### src/rtl/mux_arb_reg_if.sv
// Handshake bundle for mux_arb_reg: N producer channels in, one consumer out.
// slave is the arbiter's view, master is the producer/consumer side.
interface mux_arb_reg_if #(
  parameter int WIDTH = 4,
  parameter int NCH   = 4
);
  localparam int SELW = $clog2(NCH);

  logic [NCH*WIDTH-1:0] in_data;
  logic [NCH-1:0]       in_valid;
  logic [NCH-1:0]       in_ready;
  logic                 mode_rr;
  logic [SELW-1:0]      sel;
  logic [WIDTH-1:0]     out_data;
  logic                 out_valid;
  logic                 out_ready;
  logic [SELW-1:0]      out_ch;

  modport slave (
    input  in_data, in_valid, mode_rr, sel, out_ready,
    output in_ready, out_data, out_valid, out_ch
  );

  modport master (
    output in_data, in_valid, mode_rr, sel, out_ready,
    input  in_ready, out_data, out_valid, out_ch
  );
endinterface

### src/rtl/mux_arb_reg.sv
// N-channel registered mux with fixed-select or round-robin arbitration,
// one-cycle latency and full-throughput valid/ready on every port.
module mux_arb_reg #(
  parameter int WIDTH = 4,
  parameter int NCH   = 4
) (
  input logic            clk,
  input logic            rst_n,
  mux_arb_reg_if.slave   bus
);
  localparam int SELW = $clog2(NCH);

  logic [SELW-1:0]  r_rr_ptr;
  logic [WIDTH-1:0] r_out_data;
  logic             r_out_valid;
  logic [SELW-1:0]  r_out_ch;

  logic             w_can_load;
  logic             w_rr_vld;
  logic [SELW-1:0]  w_rr_gnt;
  logic             w_fix_vld;
  logic             w_sel_vld;
  logic [SELW-1:0]  w_sel;
  logic [WIDTH-1:0] w_sel_data;
  logic [NCH-1:0]   w_in_ready;
  logic             w_load;
  logic [SELW-1:0]  w_rr_next;

  assign w_can_load = !r_out_valid || bus.out_ready;

  // Two-pass scan: channels at/after the pointer first, then the wrapped ones,
  // so the wrap point is NCH rather than 2**SELW.
  always_comb begin
    w_rr_vld = 1'b0;
    w_rr_gnt = '0;
    for (int unsigned k = 0; k < NCH; k++) begin
      if (!w_rr_vld && bus.in_valid[k] && (SELW'(k) >= r_rr_ptr)) begin
        w_rr_vld = 1'b1;
        w_rr_gnt = SELW'(k);
      end
    end
    for (int unsigned k = 0; k < NCH; k++) begin
      if (!w_rr_vld && bus.in_valid[k] && (SELW'(k) < r_rr_ptr)) begin
        w_rr_vld = 1'b1;
        w_rr_gnt = SELW'(k);
      end
    end
  end

  always_comb begin
    w_fix_vld = 1'b0;
    for (int unsigned k = 0; k < NCH; k++) begin
      if (SELW'(k) == bus.sel) begin
        w_fix_vld = 1'b1;
      end
    end
  end

  assign w_sel_vld = bus.mode_rr ? w_rr_vld : w_fix_vld;
  assign w_sel     = bus.mode_rr ? w_rr_gnt : bus.sel;

  always_comb begin
    w_sel_data = '0;
    w_in_ready = '0;
    for (int unsigned k = 0; k < NCH; k++) begin
      if (SELW'(k) == w_sel) begin
        w_sel_data    = bus.in_data[k*WIDTH +: WIDTH];
        w_in_ready[k] = rst_n && w_can_load && w_sel_vld;
      end
    end
  end

  assign w_load    = |(w_in_ready & bus.in_valid);
  assign w_rr_next = (w_sel == SELW'(NCH - 1)) ? '0 : w_sel + SELW'(1);

  always_ff @(posedge clk or negedge rst_n) begin
    if (!rst_n) begin
      r_out_data  <= '0;
      r_out_valid <= 1'b0;
      r_out_ch    <= '0;
      r_rr_ptr    <= '0;
    end else if (w_load) begin
      r_out_data  <= w_sel_data;
      r_out_ch    <= w_sel;
      r_out_valid <= 1'b1;
      if (bus.mode_rr) begin
        r_rr_ptr <= w_rr_next;
      end
    end else if (bus.out_ready) begin
      r_out_valid <= 1'b0;
    end
  end

  assign bus.in_ready  = w_in_ready;
  assign bus.out_data  = r_out_data;
  assign bus.out_valid = r_out_valid;
  assign bus.out_ch    = r_out_ch;
endmodule
### src/flat_wrapper.sv
// flat-port wrapper written by rule: the top's interface ports become plain ports
module mux_arb_reg_flat 
#(
  parameter int WIDTH = 4,
  parameter int NCH   = 4
)
  (clk, rst_n, bus_in_data, bus_in_valid, bus_mode_rr, bus_sel, bus_out_ready, bus_in_ready, bus_out_data, bus_out_valid, bus_out_ch);
  mux_arb_reg_if #(.WIDTH(WIDTH), .NCH(NCH)) bus_i ();
  input logic clk;
  input logic rst_n;
  input wire logic [$bits(bus_i.in_data)-1:0] bus_in_data;
  input wire logic [$bits(bus_i.in_valid)-1:0] bus_in_valid;
  input wire logic [$bits(bus_i.mode_rr)-1:0] bus_mode_rr;
  input wire logic [$bits(bus_i.sel)-1:0] bus_sel;
  input wire logic [$bits(bus_i.out_ready)-1:0] bus_out_ready;
  output wire logic [$bits(bus_i.in_ready)-1:0] bus_in_ready;
  output wire logic [$bits(bus_i.out_data)-1:0] bus_out_data;
  output wire logic [$bits(bus_i.out_valid)-1:0] bus_out_valid;
  output wire logic [$bits(bus_i.out_ch)-1:0] bus_out_ch;
  assign bus_i.in_data = bus_in_data;
  assign bus_i.in_valid = bus_in_valid;
  assign bus_i.mode_rr = bus_mode_rr;
  assign bus_i.sel = bus_sel;
  assign bus_i.out_ready = bus_out_ready;
  assign bus_in_ready = bus_i.in_ready;
  assign bus_out_data = bus_i.out_data;
  assign bus_out_valid = bus_i.out_valid;
  assign bus_out_ch = bus_i.out_ch;
  mux_arb_reg #(.WIDTH(WIDTH), .NCH(NCH)) u_core (.clk(clk), .rst_n(rst_n), .bus(bus_i));
endmodule
### config.mk
export PLATFORM = sky130hd
export DESIGN_NAME = mux_arb_reg_flat
export DESIGN_NICKNAME = d
export VERILOG_FILES = /design/src/rtl/mux_arb_reg_if.sv /design/src/rtl/mux_arb_reg.sv /design/src/flat_wrapper.sv
export SDC_FILE = /design/constraint.sdc
export NUM_CORES = 1
export LEC_CHECK = 0
export ABC_AREA = 1
export ABC_CLOCK_PERIOD_IN_PS = 2400
export CELL_PAD_IN_SITES_DETAIL_PLACEMENT = 1
export CELL_PAD_IN_SITES_GLOBAL_PLACEMENT = 2
export CORE_AREA = 2 2 52 58
export CTS_CLUSTER_SIZE = 24
export DETAILED_ROUTE_END_ITERATION = 16
export DIE_AREA = 0 0 54 60
export DONT_BUFFER_PORTS = 1
export PLACE_DENSITY_LB_ADDON = 0.1
export SETUP_SLACK_MARGIN = 0.2
export SLEW_MARGIN = 20
export SYNTH_ARGS = -nofsm -noshare
export SYNTH_HDL_FRONTEND = slang
export SYNTH_SLANG_ARGS = --single-unit
### constraint.sdc
create_clock -name clk -period 2.4 [get_ports clk]
set_clock_uncertainty 0.1 [all_clocks]
set_input_delay 0.12 -clock clk [delete_from_list [all_inputs] [get_ports clk]]
set_output_delay 0.12 -clock clk [all_outputs]
set_load 0.005 [all_outputs]
# [Word level (Yosys, flattened, before mapping)]
# Index checks and enable logic that the tools add are counted.
[totals] register_bits=9 in_bits=26 out_inout_bits=11 elab_cells=84
[classes] n_addsub=1 n_lt_le_gt_ge=8 n_eq_ne=7 n_mux=32 n_bitwise=1 n_reduce_logical=31
[ops] op="2-to-1 mux 1 bit" n=20
[ops] op="logical AND 1 bit" n=17
[ops] op="2-to-1 mux 2 bit" n=8
[ops] op="2-to-1 mux 4 bit" n=4
[ops] op="equality test 2 bit, first input constant" n=4
[ops] op="zero test 1 bit" n=8
[ops] op="AND 4 bit" n=1
[ops] op="equality test 1 x 2 -> 1 bit, first input constant" n=2
[ops] op=">= comparator 1 x 2 -> 1 bit, first input constant" n=2
[ops] op=">= comparator 2 bit, first input constant" n=2
[ops] op="zero test 2 bit" n=2
[ops] op="< comparator 1 x 2 -> 1 bit, first input constant" n=2
[ops] op="< comparator 2 bit, first input constant" n=2
[ops] op="OR reduction 4 bit" n=1
[ops] op="adder 2 x 1 -> 2 bit, second input constant" n=1
[ops] op="equality test 2 bit, second input constant" n=1
[ops] op="AND reduction 2 bit" n=1
[ops] op="nonzero test 2 bit" n=1
[ops] op="logical OR 1 bit" n=1

# [Depth between registers and ports, before layout]
[logic_depth] depth_word=37 ltp_mapped=16

# [Least setup slack after synthesis]
# No wires, ideal clock.
[synth_path] kind="register to register" start="register u_core.r_rr_ptr[1]" end="register u_core.r_rr_ptr[0]" setup_time_ns=0.065 arrival_time_ns=1.897 required_time_ns=2.235 slack_ns=0.339 path_stages_with_launch=16 cell_sequence="dfrtp_1 -> inv_1 -> nand2_2 -> nand2_2 -> nor2_4 -> nand3_1 -> nand2_1 -> o21a_1 -> ha_1 -> buf_1 -> nand4_1 -> nand2_2 -> inv_2 -> nand2_2 -> nand3_1 -> nand2_1"
[synth_between] elab_chain_cells=37 word_cells_on_any_way=62 cone_classes="1 x add/sub; 8 x order compare; 4 x eq/ne; 22 x mux; 1 x bitwise; 26 x reduce/logical"
[synth_rtl] element="start, declared" line_no="mux_arb_reg.sv:13" rtl="logic [SELW-1:0] r_rr_ptr;"
[synth_rtl] element="start signal, assigned" line_no="mux_arb_reg.sv:87" rtl="r_rr_ptr <= w_rr_next;"
[synth_rtl] element=">= comparator 1 x 2 -> 1 bit" line_no="mux_arb_reg.sv:37" rtl="if (!w_rr_vld && bus.in_valid[k] && (SELW'(k) >= r_rr_ptr)) begin"
[synth_rtl] element="logical AND 1 bit" line_no="mux_arb_reg.sv:37"
[synth_rtl] element="2-to-1 mux 1 bit" line_no="mux_arb_reg.sv:37"
[synth_rtl] element="zero test 1 bit" line_no="mux_arb_reg.sv:37"
[synth_rtl] element="logical AND 1 bit (2 in series)" line_no="mux_arb_reg.sv:37"
[synth_rtl] element="2-to-1 mux 1 bit" line_no="mux_arb_reg.sv:37"
[synth_rtl] element="zero test 1 bit" line_no="mux_arb_reg.sv:37"
[synth_rtl] element="logical AND 1 bit (2 in series)" line_no="mux_arb_reg.sv:37"
[synth_rtl] element="[20 not listed]"
[synth_rtl] element="2-to-1 mux 2 bit (*)" line_no="mux_arb_reg.sv:43" rtl="if (!w_rr_vld && bus.in_valid[k] && (SELW'(k) < r_rr_ptr)) begin"
[synth_rtl] element="2-to-1 mux 2 bit (*)" line_no="mux_arb_reg.sv:60" rtl="assign w_sel = bus.mode_rr ? w_rr_gnt : bus.sel;"
[synth_rtl] element="net u_core.w_sel[1]" line_no="mux_arb_reg.sv:23" rtl="logic [SELW-1:0] w_sel;"
[synth_rtl] element="equality test 1 x 2 -> 1 bit, or another cell as far along" line_no="mux_arb_reg.sv:66" rtl="if (SELW'(k) == w_sel) begin"
[synth_rtl] element="2-to-1 mux 1 bit" line_no="mux_arb_reg.sv:66"
[synth_rtl] element="AND 4 bit" line_no="mux_arb_reg.sv:73" rtl="assign w_load = |(w_in_ready & bus.in_valid);"
[synth_rtl] element="OR reduction 4 bit" line_no="mux_arb_reg.sv:73"
[synth_rtl] element="AND reduction 2 bit (no line)"
# Mark *: on every way through the listed nets, which the timed path passes. The rest lies on a longest branch.
# A chain may end at the register's enable or synchronous reset.

# [Final worst setup path]
[layout_path] start="register u_core.r_rr_ptr[1]" end="register u_core.r_rr_ptr[1]"
# The elaborated chain is that of the path after synthesis.

==> results.sh <==
export IMPL_layout_min_cycle_time_ps=2120
export IMPL_syn_inst=115
export IMPL_core_rowCount=20
export IMPL_via_count=803
export IMPL_start_util=0.282
export IMPL_r2r_cells=15
export IMPL_pin_count=37
export IMPL_grt_pass1_wl_um=3640
export IMPL_pwr_share_clk=0.125
export IMPL_regArea_um2=228
export IMPL_synth_nets=145
export IMPL_drv_slew=0
export IMPL_synth_seq_area_share=0.296
export IMPL_comb_power_share=0.552
export IMPL_power_leakage_nw=0.492
export IMPL_max_freq_ghz=0.472
export IMPL_place_gp_congestion=0.723
export IMPL_dr_pass1_iters=2
export IMPL_vdd_drop_max_mv=0.475
export IMPL_relSlewSlack=0.729
export IMPL_seq_power_share=0.323
export IMPL_wl_per_cell_um=13.9
export IMPL_arrival_ps=2210
export IMPL_p_sw_frac=0.441
export IMPL_dp_slack_ps=-27.1
export IMPL_cp_start_kind="flip-flop"
export IMPL_io_buffers=0
export IMPL_grt_overflow=0
export IMPL_netlist_area_um2=762
export IMPL_dp_hpwl_um=1770
export IMPL_min_path_cells=4
export IMPL_htree_levels=1
export IMPL_antenna_found_initial=0
export IMPL_cts_made_buffers=3
export IMPL_cap_violations=0
export IMPL_reg2reg_slack_ps=280
export IMPL_syn_avg_cell_area_um2=6.63
export IMPL_power_switching_mw=0.399
export IMPL_crit_start="u_core.r_rr_ptr[1]"
export IMPL_grtUsageTotal=0.154
export IMPL_setup_viol=0
export IMPL_die_y_um=60
export IMPL_fin_tns_setup_ps=0
export IMPL_placed_area_um2=807
export IMPL_rsz0062_at_grt="yes"
export IMPL_grt_max_degree=10
export IMPL_route_detailed_drc=0
export IMPL_layout_nets=163
export IMPL_worst_pin_slew_ps=406
export IMPL_diodes=0
export IMPL_drt_iter0_drc=6
export IMPL_utilization=0.394
export IMPL_cts_tree="built"
export IMPL_min_from="bus_in_data[13]"
export IMPL_antenna_left=0
export IMPL_area_growth_pct=39.7
export IMPL_cp_required_ps=2490
export IMPL_hold_violations=0
export IMPL_stdcell_area_mm2=0.00106
export IMPL_cts_sinks=9
export IMPL_status="finished, final reports clean"
export IMPL_multiInputGateArea_um2=591
export IMPL_fin_ws_ps=282
export IMPL_cts_path_max_buffers=2
export IMPL_drt_wl_total_um=2300
export IMPL_critPathKind="reg2reg"
export IMPL_p_int_mw=0.505
export IMPL_hold_class="in2reg"
export IMPL_power_density_mw_per_mm2=850
export IMPL_core_area_mm2=0.00270
export IMPL_end_kind="flip-flop"
export IMPL_insertion_delay_ps=250
export IMPL_synth_cell_type_count=18
export IMPL_drive_above_1_share=0.371
export IMPL_critPathMaxFanout=6
export IMPL_clockRootBuffer="clkbuf_4"
export IMPL_yosys_warnings=0
export IMPL_ys_ff_latch=9
export IMPL_die_area_mm2=0.00324
export IMPL_rr_startpoint="u_core.r_rr_ptr[1]"
export IMPL_grt_pass1_vias=838
export IMPL_path_clk_slew_ps=60
export IMPL_viasPerCell=4.87
export IMPL_fp_dieW_um=54
export IMPL_final_period_utilization=0.882
export IMPL_fillers=345
-- kinds of logic (layout without fill, tap and decap cells) --
logic type,Yosys count,count (layout),share of synthesized area
and+or+nand+nor,66,66,0.420
AOI/OAI and AO/OA,20,20,0.140
buffers and inverters,16,33,0.0788
DFF,9,9,0.296
adders and majority gates,4,4,0.0657
-- Yosys cell counts, drive strengths merged --
library cell / n / area, um^2
nand2: 44 / 178
inv: 15 / 56.3
o21ai: 12 / 60.1
nand3: 11 / 67.6
dfrtp: 9 / 225
nor2: 7 / 50.1
a21oi: 5 / 25.0
ha: 4 / 50.1
nand4: 4 / 25.0
o21a: 2 / 15.0
a31oi: 1 / 6.26
buf: 1 / 3.75
-- path summary, 6_finish.rpt --
| check | endpoint |
|---|---|
| max reg2reg | u_core.r_rr_ptr[1] |
| min | u_core.bus.out_data[1] |
| min in group asynchronous | u_core.bus.out_valid |
| max | u_core.r_rr_ptr[1] |
| max in group asynchronous | u_core.r_rr_ptr[0] |
| min reg2reg | u_core.bus.out_data[1] |
-- area by class of cell --
type / count / area share
inverter: 15 / 0.0576
timing repair buffer: 14 / 0.110
clock buffer: 4 / 0.0247
tap: 33 / 0.0388
multi-input combinational: 90 / 0.555
sequential: 9 / 0.214
-- flip-flops by register name, indices dropped and copies added, names as in the netlist --
name	cells
u_core.bus.out_data	4
u_core.bus.out_ch	2
u_core.r_rr_ptr	2
u_core.bus.out_valid	1
-- layer usage --
metal	up-vias	track usage	share of wire
met5	-	0	0
met4	0	0.0214	0.0052
met3	2	0.0300	0.037
met2	26	0.261	0.51
met1	369	0.205	0.45
li1	406	-	-
-- through the flow --
stage / hold WS, ps / power [mW] / instances
floorplan: -276 / 0.532 / 115
global placement: -275 / 0.618 / 148
detailed placement: -275 / 0.623 / 148
CTS: 21.5 / 0.815 / 161
global route: 39.0 / 0.998 / 165
finish: 5.90 / 0.905 / 165
-- timing repair --
| action | CTS | global route |
|---|---|---|
| buffers inserted | 4 | 4 |
| endpoints found under the hold margin | 14 | 0 |
| setup endpoints to repair | 11 | 13 |
| pin swaps | 4 | 16 |
| gates resized for setup | 15 | 25 |
| hold buffers | 5 | 0 |
-- worst max-delay path, cell delays in order (launching register included) --
cell,delay [ps]
dfrtp_2,420
nand2_2,70
nand2_1,70
nand2_2,70
nor2_4,100
nand3_1,80
nand2_1,80
o21a_2,170
buf_4,130
ha_4,160
nand4_1,110
nand2_2,170
inv_2,60
nand2_4,100
nand3_2,80
nand2_2,70
-- power groups by stage --
stage	combinational, mW	sequential (mW)	clock (mW)
2_1_floorplan	0.265	0.267	0
3_3_place_gp	0.338	0.280	0
3_5_place_dp	0.339	0.284	0
4_1_cts	0.414	0.282	0.119
5_1_grt	0.571	0.302	0.124
6_report	0.499	0.292	0.113
-- layout by cell type, fill, tap and decap left out, types with 4 or more instances in the layout --
cell,synthesis,final
dfrtp_1,9,7
nand2_2,5,10
buf_4,0,9
o21ai_1,3,5
inv_1,13,9
nand3_1,10,7
nand2_1,39,31
nor2_1,5,4
inv_2,2,4
nand4_1,4,4
dlygate4sd3_1,0,5
o21ai_0,9,5
(Power assumes the default switching activity.)
